$ cat config.mk
export PLATFORM = sky130hd
export DESIGN_NAME = watch_set_ctrl
export DESIGN_NICKNAME = d
export VERILOG_FILES = /design/src/rtl/watch_pkg.sv /design/src/rtl/btn_edge_repeat.sv /design/src/rtl/watch_set_ctrl.sv
export SDC_FILE = /design/constraint.sdc
export NUM_CORES = 1
export LEC_CHECK = 0
export CORE_MARGIN = 2
export CORE_UTILIZATION = 30
export DETAILED_ROUTE_END_ITERATION = 16
export HOLD_SLACK_MARGIN = 0.06
export SLEW_MARGIN = 25
export SYNTH_ARGS = -nofsm -noshare
export SYNTH_HDL_FRONTEND = slang
export SYNTH_SLANG_ARGS = --single-unit
$ cat constraint.sdc
create_clock -name clk -period 2.35 [get_ports clk]
set_input_delay 0.235 -clock clk [delete_from_list [all_inputs] [get_ports clk]]
set_output_delay 0.235 -clock clk [all_outputs]
set_load 0.1 [all_outputs]
$ cat src/rtl/watch_pkg.sv
// Shared types and defaults for the watch set-mode controller.
package watch_pkg;

  typedef enum logic [1:0] {
    ST_RUN      = 2'd0,
    ST_SET_HOUR = 2'd1,
    ST_SET_MIN  = 2'd2,
    ST_SET_SEC  = 2'd3
  } state_e;

  localparam int unsigned DIGIT_W = 3;

  localparam logic [DIGIT_W-1:0] DIGIT_NONE = 3'b000;
  localparam logic [DIGIT_W-1:0] DIGIT_HOUR = 3'b100;
  localparam logic [DIGIT_W-1:0] DIGIT_MIN  = 3'b010;
  localparam logic [DIGIT_W-1:0] DIGIT_SEC  = 3'b001;

  localparam int unsigned DEF_TICK_HZ      = 100;
  localparam int unsigned DEF_TIMEOUT_S    = 10;
  localparam int unsigned DEF_BLINK_TICKS  = 50;
  localparam int unsigned DEF_REPEAT_DELAY = 50;
  localparam int unsigned DEF_REPEAT_RATE  = 10;

  // One-hot counter enable for a state; RUN enables nothing.
  function automatic logic [DIGIT_W-1:0] digit_of(input state_e s);
    logic [DIGIT_W-1:0] r;
    case (s)
      ST_SET_HOUR: r = DIGIT_HOUR;
      ST_SET_MIN:  r = DIGIT_MIN;
      ST_SET_SEC:  r = DIGIT_SEC;
      default:     r = DIGIT_NONE;
    endcase
    return r;
  endfunction

  // Digit rotation HOUR -> MIN -> SEC -> HOUR.
  function automatic state_e next_digit(input state_e s);
    state_e r;
    case (s)
      ST_SET_HOUR: r = ST_SET_MIN;
      ST_SET_MIN:  r = ST_SET_SEC;
      ST_SET_SEC:  r = ST_SET_HOUR;
      default:     r = s;
    endcase
    return r;
  endfunction

endpackage

$ cat src/rtl/btn_edge_repeat.sv
// Rising-edge detector with optional hold-to-repeat pulse generator.
// Repeat logic exists only when WATCH_SET_AUTOREPEAT_EN is defined.
module btn_edge_repeat
  import watch_pkg::*;
#(
  parameter int unsigned REPEAT_DELAY = DEF_REPEAT_DELAY,
  parameter int unsigned REPEAT_RATE  = DEF_REPEAT_RATE
) (
  input  logic clk,
  input  logic rst,
  input  logic i_tick,
  input  logic i_level,
  output logic o_edge,
  output logic o_repeat
);

  logic prev_q, prev_d;
  logic edge_q, edge_d;

  // Edge detect against the previous registered level.
  always_comb begin
    prev_d = i_level;
    edge_d = i_level & ~prev_q;
  end

  // Previous level resets high so a held button gives no edge after reset.
  always_ff @(posedge clk) begin
    if (rst) begin
      prev_q <= 1'b1;
      edge_q <= 1'b0;
    end else begin
      prev_q <= prev_d;
      edge_q <= edge_d;
    end
  end

  assign o_edge = edge_q;

`ifdef WATCH_SET_AUTOREPEAT_EN
  localparam int unsigned RPT_MAX = (REPEAT_DELAY > REPEAT_RATE) ? REPEAT_DELAY : REPEAT_RATE;
  localparam int unsigned RPT_W   = $clog2(RPT_MAX + 1);

  logic             armed_q, armed_d;
  logic [RPT_W-1:0] rpt_cnt_q, rpt_cnt_d;
  logic             rpt_q, rpt_d;

  // Count ticks down from the edge: first DELAY, then every RATE while held.
  always_comb begin
    armed_d   = armed_q;
    rpt_cnt_d = rpt_cnt_q;
    rpt_d     = 1'b0;
    if (!i_level) begin
      armed_d   = 1'b0;
      rpt_cnt_d = '0;
    end else if (edge_d) begin
      armed_d   = 1'b1;
      rpt_cnt_d = RPT_W'(REPEAT_DELAY);
    end else if (armed_q && i_tick) begin
      if (rpt_cnt_q <= RPT_W'(1)) begin
        rpt_d     = 1'b1;
        rpt_cnt_d = RPT_W'(REPEAT_RATE);
      end else begin
        rpt_cnt_d = rpt_cnt_q - RPT_W'(1);
      end
    end
  end

  // Repeat state registers.
  always_ff @(posedge clk) begin
    if (rst) begin
      armed_q   <= 1'b0;
      rpt_cnt_q <= '0;
      rpt_q     <= 1'b0;
    end else begin
      armed_q   <= armed_d;
      rpt_cnt_q <= rpt_cnt_d;
      rpt_q     <= rpt_d;
    end
  end

  assign o_repeat = rpt_q;
`else
  logic unused_ok;
  assign unused_ok = ^{i_tick, REPEAT_DELAY[0], REPEAT_RATE[0]};
  assign o_repeat  = 1'b0;
`endif

endmodule

$ cat src/rtl/watch_set_ctrl.sv
// Watch set-mode controller: selects the digit being edited, issues
// inc/dec/clear pulses, blinks the selected digit and times out to RUN.
// Optional hold-to-repeat on up/down: define WATCH_SET_AUTOREPEAT_EN.
module watch_set_ctrl
  import watch_pkg::*;
#(
  parameter int unsigned TICK_HZ      = DEF_TICK_HZ,
  parameter int unsigned TIMEOUT_S    = DEF_TIMEOUT_S,
  parameter int unsigned BLINK_TICKS  = DEF_BLINK_TICKS,
  parameter int unsigned REPEAT_DELAY = DEF_REPEAT_DELAY,
  parameter int unsigned REPEAT_RATE  = DEF_REPEAT_RATE
) (
  input  logic               clk,
  input  logic               rst,
  input  logic               i_tick,
  input  logic               btn_mode,
  input  logic               btn_next,
  input  logic               btn_clear,
  input  logic               btn_up,
  input  logic               btn_down,
  output logic               o_set_mode,
  output logic [DIGIT_W-1:0] o_digit_en,
  output logic               o_inc,
  output logic               o_dec,
  output logic               o_clear,
  output logic               o_run,
  output logic               o_blink
);

  localparam int unsigned TO_LIMIT = TIMEOUT_S * TICK_HZ;
  localparam int unsigned TO_W     = $clog2(TO_LIMIT + 1);
  localparam int unsigned BL_W     = $clog2(BLINK_TICKS + 1);
  localparam int unsigned HOLD_W   = 2;

  logic [2:0]         lvl;
  logic [2:0]         prev_q, prev_d;
  logic [2:0]         edge_q, edge_d;
  logic               up_edge, up_rep, dn_edge, dn_rep;
  logic               mode_ev, next_ev, clr_ev, up_ev, dn_ev, any_ev;
  state_e             state_q, state_d;
  logic [DIGIT_W-1:0] digit_q, digit_d;
  logic [TO_W-1:0]    to_cnt_q, to_cnt_d;
  logic [BL_W-1:0]    bl_cnt_q, bl_cnt_d;
  logic [HOLD_W-1:0]  hold_q, hold_d;
  logic               blink_q, blink_d;
  logic               run_q, run_d;
  logic               set_mode_q, set_mode_d;
  logic               inc_q, inc_d;
  logic               dec_q, dec_d;
  logic               clear_q, clear_d;

  btn_edge_repeat #(
    .REPEAT_DELAY (REPEAT_DELAY),
    .REPEAT_RATE  (REPEAT_RATE)
  ) u_up (
    .clk      (clk),
    .rst      (rst),
    .i_tick   (i_tick),
    .i_level  (btn_up),
    .o_edge   (up_edge),
    .o_repeat (up_rep)
  );

  btn_edge_repeat #(
    .REPEAT_DELAY (REPEAT_DELAY),
    .REPEAT_RATE  (REPEAT_RATE)
  ) u_dn (
    .clk      (clk),
    .rst      (rst),
    .i_tick   (i_tick),
    .i_level  (btn_down),
    .o_edge   (dn_edge),
    .o_repeat (dn_rep)
  );

  assign lvl     = {btn_mode, btn_next, btn_clear};
  assign mode_ev = edge_q[2];
  assign next_ev = edge_q[1];
  assign clr_ev  = edge_q[0];
  assign up_ev   = up_edge | up_rep;
  assign dn_ev   = dn_edge | dn_rep;
  assign any_ev  = mode_ev | next_ev | clr_ev | up_ev | dn_ev;

  // Plain edge detect for mode/next/clear.
  always_comb begin
    prev_d = lvl;
    edge_d = lvl & ~prev_q;
  end

  // Next state, prioritised commands, timeout, blink and enable-stability tracking.
  always_comb begin
    state_d  = state_q;
    to_cnt_d = to_cnt_q;
    bl_cnt_d = bl_cnt_q;
    blink_d  = blink_q;
    hold_d   = hold_q;
    inc_d    = 1'b0;
    dec_d    = 1'b0;
    clear_d  = 1'b0;

    if (state_q == ST_RUN) begin
      if (mode_ev) state_d = ST_SET_HOUR;
    end else begin
      if (mode_ev) begin
        state_d = ST_RUN;
      end else if (next_ev) begin
        state_d = next_digit(state_q);
      end else if (clr_ev) begin
        clear_d = (hold_q >= HOLD_W'(2));
      end else if (up_ev && !dn_ev) begin
        inc_d = 1'b1;
      end else if (dn_ev && !up_ev) begin
        dec_d = 1'b1;
      end
      if (!any_ev && i_tick && (to_cnt_q == TO_W'(TO_LIMIT - 1))) state_d = ST_RUN;
    end

    if ((state_d == ST_RUN) || any_ev) begin
      to_cnt_d = '0;
    end else if (i_tick) begin
      to_cnt_d = to_cnt_q + TO_W'(1);
    end

    digit_d = digit_of(state_d);

    // Cycles the current enable value has been on the output, saturating.
    if (digit_d != digit_q) begin
      hold_d = HOLD_W'(1);
    end else if (hold_q != '1) begin
      hold_d = hold_q + HOLD_W'(1);
    end

    if (state_d == ST_RUN) begin
      blink_d  = 1'b0;
      bl_cnt_d = '0;
    end else if (digit_d != digit_q) begin
      blink_d  = 1'b1;
      bl_cnt_d = '0;
    end else if (i_tick) begin
      if (bl_cnt_q == BL_W'(BLINK_TICKS - 1)) begin
        blink_d  = ~blink_q;
        bl_cnt_d = '0;
      end else begin
        bl_cnt_d = bl_cnt_q + BL_W'(1);
      end
    end

    run_d      = (state_d == ST_RUN);
    set_mode_d = (state_d != ST_RUN);
  end

  // State and registered outputs.
  always_ff @(posedge clk) begin
    if (rst) begin
      state_q    <= ST_RUN;
      prev_q     <= '1;
      edge_q     <= '0;
      digit_q    <= DIGIT_NONE;
      to_cnt_q   <= '0;
      bl_cnt_q   <= '0;
      hold_q     <= '0;
      blink_q    <= 1'b0;
      run_q      <= 1'b1;
      set_mode_q <= 1'b0;
      inc_q      <= 1'b0;
      dec_q      <= 1'b0;
      clear_q    <= 1'b0;
    end else begin
      state_q    <= state_d;
      prev_q     <= prev_d;
      edge_q     <= edge_d;
      digit_q    <= digit_d;
      to_cnt_q   <= to_cnt_d;
      bl_cnt_q   <= bl_cnt_d;
      hold_q     <= hold_d;
      blink_q    <= blink_d;
      run_q      <= run_d;
      set_mode_q <= set_mode_d;
      inc_q      <= inc_d;
      dec_q      <= dec_d;
      clear_q    <= clear_d;
    end
  end

  assign o_set_mode = set_mode_q;
  assign o_digit_en = digit_q;
  assign o_inc      = inc_q;
  assign o_dec      = dec_q;
  assign o_clear    = clear_q;
  assign o_run      = run_q;
  assign o_blink    = blink_q;

endmodule

# [After elaboration in Yosys (flattened, before gate mapping)]
# Cells that the tools add are included.
# W data, S select, Z words.
[totals] inputBits=8 memories=0 regBits=39 ramBits=0 latch_bits=0 elab_cells=81 out_inout_bits=9 mem_bits_ro=0
[classes] n_reduce_logical=22 n_eq_ne=10 n_div=0 magnitude_cmp=1 mux=15 bitwise=12 shifts=0 mul=0 n_addsub=3
[ops] op="$add A10 B1 Y10 const B" count=1
[ops] op="$eq A10 B10 Y1 const B" count=1
[ops] op="$mux W2" count=5
[ops] op="$reduce_or A5 Y1" count=2
[ops] op="$pmux W3 S3" count=1
[ops] op="$eq A2 B2 Y1 const B" count=4
[ops] op="$reduce_bool A2 Y1" count=4
[ops] op="$mux W1" count=7
[ops] op="$add A6 B1 Y6 const B" count=1
[ops] op="$eq A6 B6 Y1 const B" count=1
[ops] op="$mux W6" count=1
[ops] op="$pmux W2 S3" count=1
[ops] op="$reduce_or A2 Y1" count=3
[ops] op="$reduce_or A6 Y1" count=1
[ops] op="$eq A2 B1 Y1 const B" count=2
[ops] op="$logic_and A1 B1 Y1" count=4
[ops] op="$logic_not A2 Y1" count=2
[ops] op="$not A1 Y1" count=4
[ops] op="$or A1 B1 Y1" count=4
[ops] op="$and A3 B3 Y3" count=1
[ops] op="$logic_not A1 Y1" count=3
[ops] op="$ne A3 B3 Y1" count=1
[ops] op="$not A3 Y3" count=1
[ops] op="$reduce_or A3 Y1" count=1
[ops] op="6 further kinds" count=7

# [Depth between registers and ports, before layout]
[depth] ltp_word=14 mapped_depth=8 ltp_nobuf=8

# [By module]
# A second synthesis with hierarchy kept.
[unflattened] cells_unflattened=192 hier_area_um2=1788.0
[by_module_without_submodules] mod="watch_set_ctrl" instances=1 seq_area_each_um2=700.7 area_per_inst_um2=1647.8 cells_per_inst=180
[by_module_without_submodules] mod="btn_edge_repeat" instances=2 seq_area_each_um2=40.0 area_per_inst_um2=70.1 cells_per_inst=6

# [Least setup slack after synthesis]
# OpenSTA, ideal clock, no wires.
[synth_path] path_kind="register -> register" startpoint="register digit_q[1], in the netlist o_digit_en[1]" endpoint="register blink_q, in the netlist o_blink" stages_incl_launch_ff=5 synth_period_minus_slack_ps=2211 n_path_buf=0 path_slack_ps=139 t_arrival_ps=2089 required_ps=2228 setup_time_ps=122 cell_sequence="dfxtp_1 inv_1 a2111o_1 or4_1 o311a_1"
[synth_between] elab_chain_len=3 word_cells_on_any_way=5 cone_classes="eq/ne (1); mux (1); reduce/logical (3)"
[synth_lines] element="start: declaration" line="watch_set_ctrl.sv:41" text="logic [DIGIT_W-1:0] digit_q, digit_d;"
[synth_lines] element="start signal: assignment" line="watch_set_ctrl.sv:172" text="digit_q <= digit_d;"
[synth_lines] element="$ne A3 B3 Y1 (*)" line="watch_set_ctrl.sv:136" text="end else if (digit_d != digit_q) begin"
[synth_lines] element="$reduce_bool A2 Y1 (no source line)"
[synth_lines] element="$reduce_and A2 Y1 (no source line)"
[synth_lines] element="end signal: assignment" line="watch_set_ctrl.sv:176" text="blink_q <= blink_d;"
[synth_lines] element="end: declaration" line="watch_set_ctrl.sv:45" text="logic blink_q, blink_d;"
# Mark *: on every way between the ends. The rest lies on a longest branch, timed or not.
# A chain may end at the register's enable or synchronous reset.

# [Worst setup path in the final report]
[layout_path] startpoint="register state_q[0]" endpoint="register blink_q, in the netlist o_blink"
[layout_between] elab_chain_len=11 word_cells_on_any_way=21 cone_classes="eq/ne (7); mux (8); reduce/logical (6)"
[layout_lines] element="start: declaration" line="watch_set_ctrl.sv:40" text="state_e state_q, state_d;"
[layout_lines] element="start signal: assignment" line="watch_set_ctrl.sv:169" text="state_q <= state_d;"
[layout_lines] element="$eq A2 B2 Y1 or $eq A2 B1 Y1 (tied branches)" line="watch_pkg.sv:39" text="case (s)"
[layout_lines] element="$pmux W2 S3" line="watch_pkg.sv:39"
[layout_lines] element="$mux W2" line="watch_set_ctrl.sv:106" text="end else if (next_ev) begin"
[layout_lines] element="$mux W2" line="watch_set_ctrl.sv:104" text="if (mode_ev) begin"
[layout_lines] element="$mux W2" line="watch_set_ctrl.sv:115" text="if (!any_ev && i_tick && (to_cnt_q == TO_W'(TO_LIMIT - 1))) state_d = ST_RUN;"
[layout_lines] element="$mux W2 (*)" line="watch_set_ctrl.sv:101" text="if (state_q == ST_RUN) begin"
[layout_lines] element="$eq A2 B2 Y1 or $eq A2 B1 Y1 (tied branches)" line="watch_pkg.sv:27" text="case (s)"
[layout_lines] element="$pmux W3 S3" line="watch_pkg.sv:27"
[layout_lines] element="$ne A3 B3 Y1" line="watch_set_ctrl.sv:136"
[layout_lines] element="$reduce_bool A2 Y1 (no source line)"
[layout_lines] element="$reduce_and A2 Y1 (no source line)"
# Marked as above.

==> impl_results.md <==
- CP endpoint kind: flip-flop
- Via Count: 1243
- Final min period: 2.18 ns
- Die area: 0.00610 sq mm
- Io pins: 17
- Ant diodes: 0
- Core Footprint: 0.00520 sq mm
- Ratio of cells with drive above 1 in the final layout: 0.141
- HPWL Detailed: 2080 um
- Worst endpoint required time: 2.52 ns
- Hold buffer count at CTS: 0
- Worst Setup Start Kind: flip-flop
- Mean Syn Cell Area: 9.46 sq um
- GP Congestion: 0.797
- Register bit total from synthesis: 39
- Skew final: 0.00233 ns
- Post-cts resize count: 0
- Comb power frac: 0.174
- VDD IR-drop max: 0.000358 V
- Pwr dens: 697 mW/mm^2
- Setup violators final: 0
- Clock sinks: 39
- Status: finished clean
- IO buf count: 16
- Routed len/inst: 10.8 um
- Layout Utilization: 0.379
- Fin. max-slew vios: 0
- Class of the worst hold path: flip-flop to flip-flop
- TritonCTS clock tree: yes
- Pin slew with the least headroom to its limit: 0.459 ns
- Top FF cell, synth: dfxtp_1
- Pint: 984 uW
- Ys async rst share: 0
- Root cell of the clock tree: clkbuf_8
- Largest net degree at the start of global routing: 17
- Initial Util: 0.316
- Final hold violation count: 0
- Mapped Area: 0.00165 sq mm
- RR Startpoint: state_q[0]
- CP Max Fanout: 10
- Psw: 390 uW
- Clk slew on worst S/H paths: 0.07 ns
- Nets: 212
- Initial antenna violation count: 0
- CTS buffer count: 5
- Mapped Cells: 174
- Die Ht: 78.1 um
- Synth Warn #: 0
- Switching Share: 0.284
- Num rows: 26
- Worst hold path cell count: 1
- Max Clk Rate: 0.458 GHz
- RSZ-0062 raised after global routing: true
- First-pass GRT wire length: 4950 um
- Relative max-transition margin: 0.694
- Final wirelength: 2910 um
- Commonest cells after routing, fill and taps aside: dfxtp_1, nor2_1, buf_4
- Initial DRC Count: 57
- Post-route DRC: 0
- Hold_sp: prev_q[0]
- Clk buf depth: 2
- Reg-to-reg slack, setup: 0.17 ns
- R2r worst-path depth: 8
- Worst-Skew Late Latency: 0.28 ns
- Die width: 78.1 um
- Critical path startpoint: state_q[0]
- Final Power: 1370 uW
- Arrival @ worst endpoint: 2.36 ns
- Worst Setup Slack, final: 0.169 ns
- R2r endpoint: o_blink
- Setup_tns: 0 ns
- Leakage: 0.000738 uW
- Register area share after synthesis: 0.474
- Clock Power Share: 0.307
- Syn Nets: 188
- Critical path class: flip-flop to flip-flop
- Vias per Instance: 4.62
- Vias in the first global route: 1075
- TritonRoute pass-1 iters: 4
- Number of unique standard cell types used by synthesis: 38
- WHS Endpoint: edge_q[0]
- Layout area overhead: 19.8%
- Tcrit/Tclk final: 0.928
- EDFF count, synth: 0
- Commonest non-fill, non-tap cell in the layout: dfxtp_1
- Layout fillers: 535
- GRT Util Overall: 0.104
- H-Tree Depth: 2
- DP Worst Slack: 0.0900 ns
- Total congestion overflow: 0
- DRT antenna net count: 0
- Flop pwr share: 0.518
- Max_cap viols: 0
-- what timing repair did --
item | 4_1_cts | 5_1_grt
endpoints found under the setup margin | 0 | 2
hold endpoints to repair | 0 | 0
buffers inserted | 0 | 0
-- metrics by stage --
stage	instances	cell area [sq um]	hold slack (ns)
after floorplan	174	1650	0.315
after global placement	261	1890	0.379
after detailed placement	261	1890	0.379
after CTS	269	1970	0.390
after global routing	269	1970	0.403
final	269	1970	0.388
-- sequential cells by signal, summed over array words and instances (netlist names), 2 cells and up --
register,cells
hold_q,2
edge_q,3
prev_q,3
o_digit_en,3
state_q,2
bl_cnt_q,6
to_cnt_q,10
-- layout make-up --
class                      count  area, sq um  share of cell area
tap                           70         87.6              0.0444
inverter                       7         26.3              0.0133
clock buffer                   7         76.3              0.0387
clock inverter                 1         5.00             0.00254
sequential                    39          781               0.396
timing repair buffer          20          168              0.0850
multi-input combinational    125          828               0.420
-- routing by layer --
metal  GRT usage  up-vias  share of wire
met3      0.0391        7          0.056
met4      0.0474        0          0.017
met2       0.135       29           0.41
met1       0.149      552           0.52
met5           0        -              0
li1            -      655              -
-- critical path: stages, from the launching register on --
cell      delay (ns)
dfxtp_1         0.36
inv_1           0.05
ha_1            0.26
nand2b_1        0.16
a211oi_1        0.28
o21ai_2         0.18
nor2_1          0.25
a32oi_1         0.17
o311a_1         0.35
-- Yosys cell counts, types with 4 or more instances --
cell type / number / area, sq um
xor2_1: 7 / 61.3
inv_1: 7 / 26.3
nand2_1: 11 / 41.3
xnor2_1: 7 / 61.3
or2_2: 5 / 31.3
nor3b_1: 6 / 45.0
dfxtp_1: 39 / 781
nor3_1: 10 / 50.1
a21oi_1: 5 / 25.0
nor2_1: 25 / 93.8
nand4_1: 4 / 25.0
ha_1: 6 / 75.1
-- power groups by stage --
stage | Combinational [uW] | Clock, uW | Sequential, uW
6_report | 239 | 423 | 713
5_1_grt | 260 | 472 | 716
4_1_cts | 242 | 445 | 712
3_5_place_dp | 238 | 0 | 727
3_3_place_gp | 237 | 0 | 727
2_1_floorplan | 108 | 0 | 791
-- kinds of logic after synthesis --
kind of cell    Yosys count  synth area share
buf+inv                  10            0.0228
simple gates             83             0.283
fa+ha+maj                 6            0.0456
xor+xnor                 14            0.0745
flops                    39             0.474
compound gates           19            0.0821
mux                       3            0.0182
-- how the worst max path moves through the flow --
stage and to:
2_1_floorplan o_blink, 3_3_place_gp o_blink, 3_5_place_dp bl_cnt_q[1], 4_1_cts o_blink, 5_1_grt bl_cnt_q[2], 6_report o_blink
(Power assumes the default switching activity.)
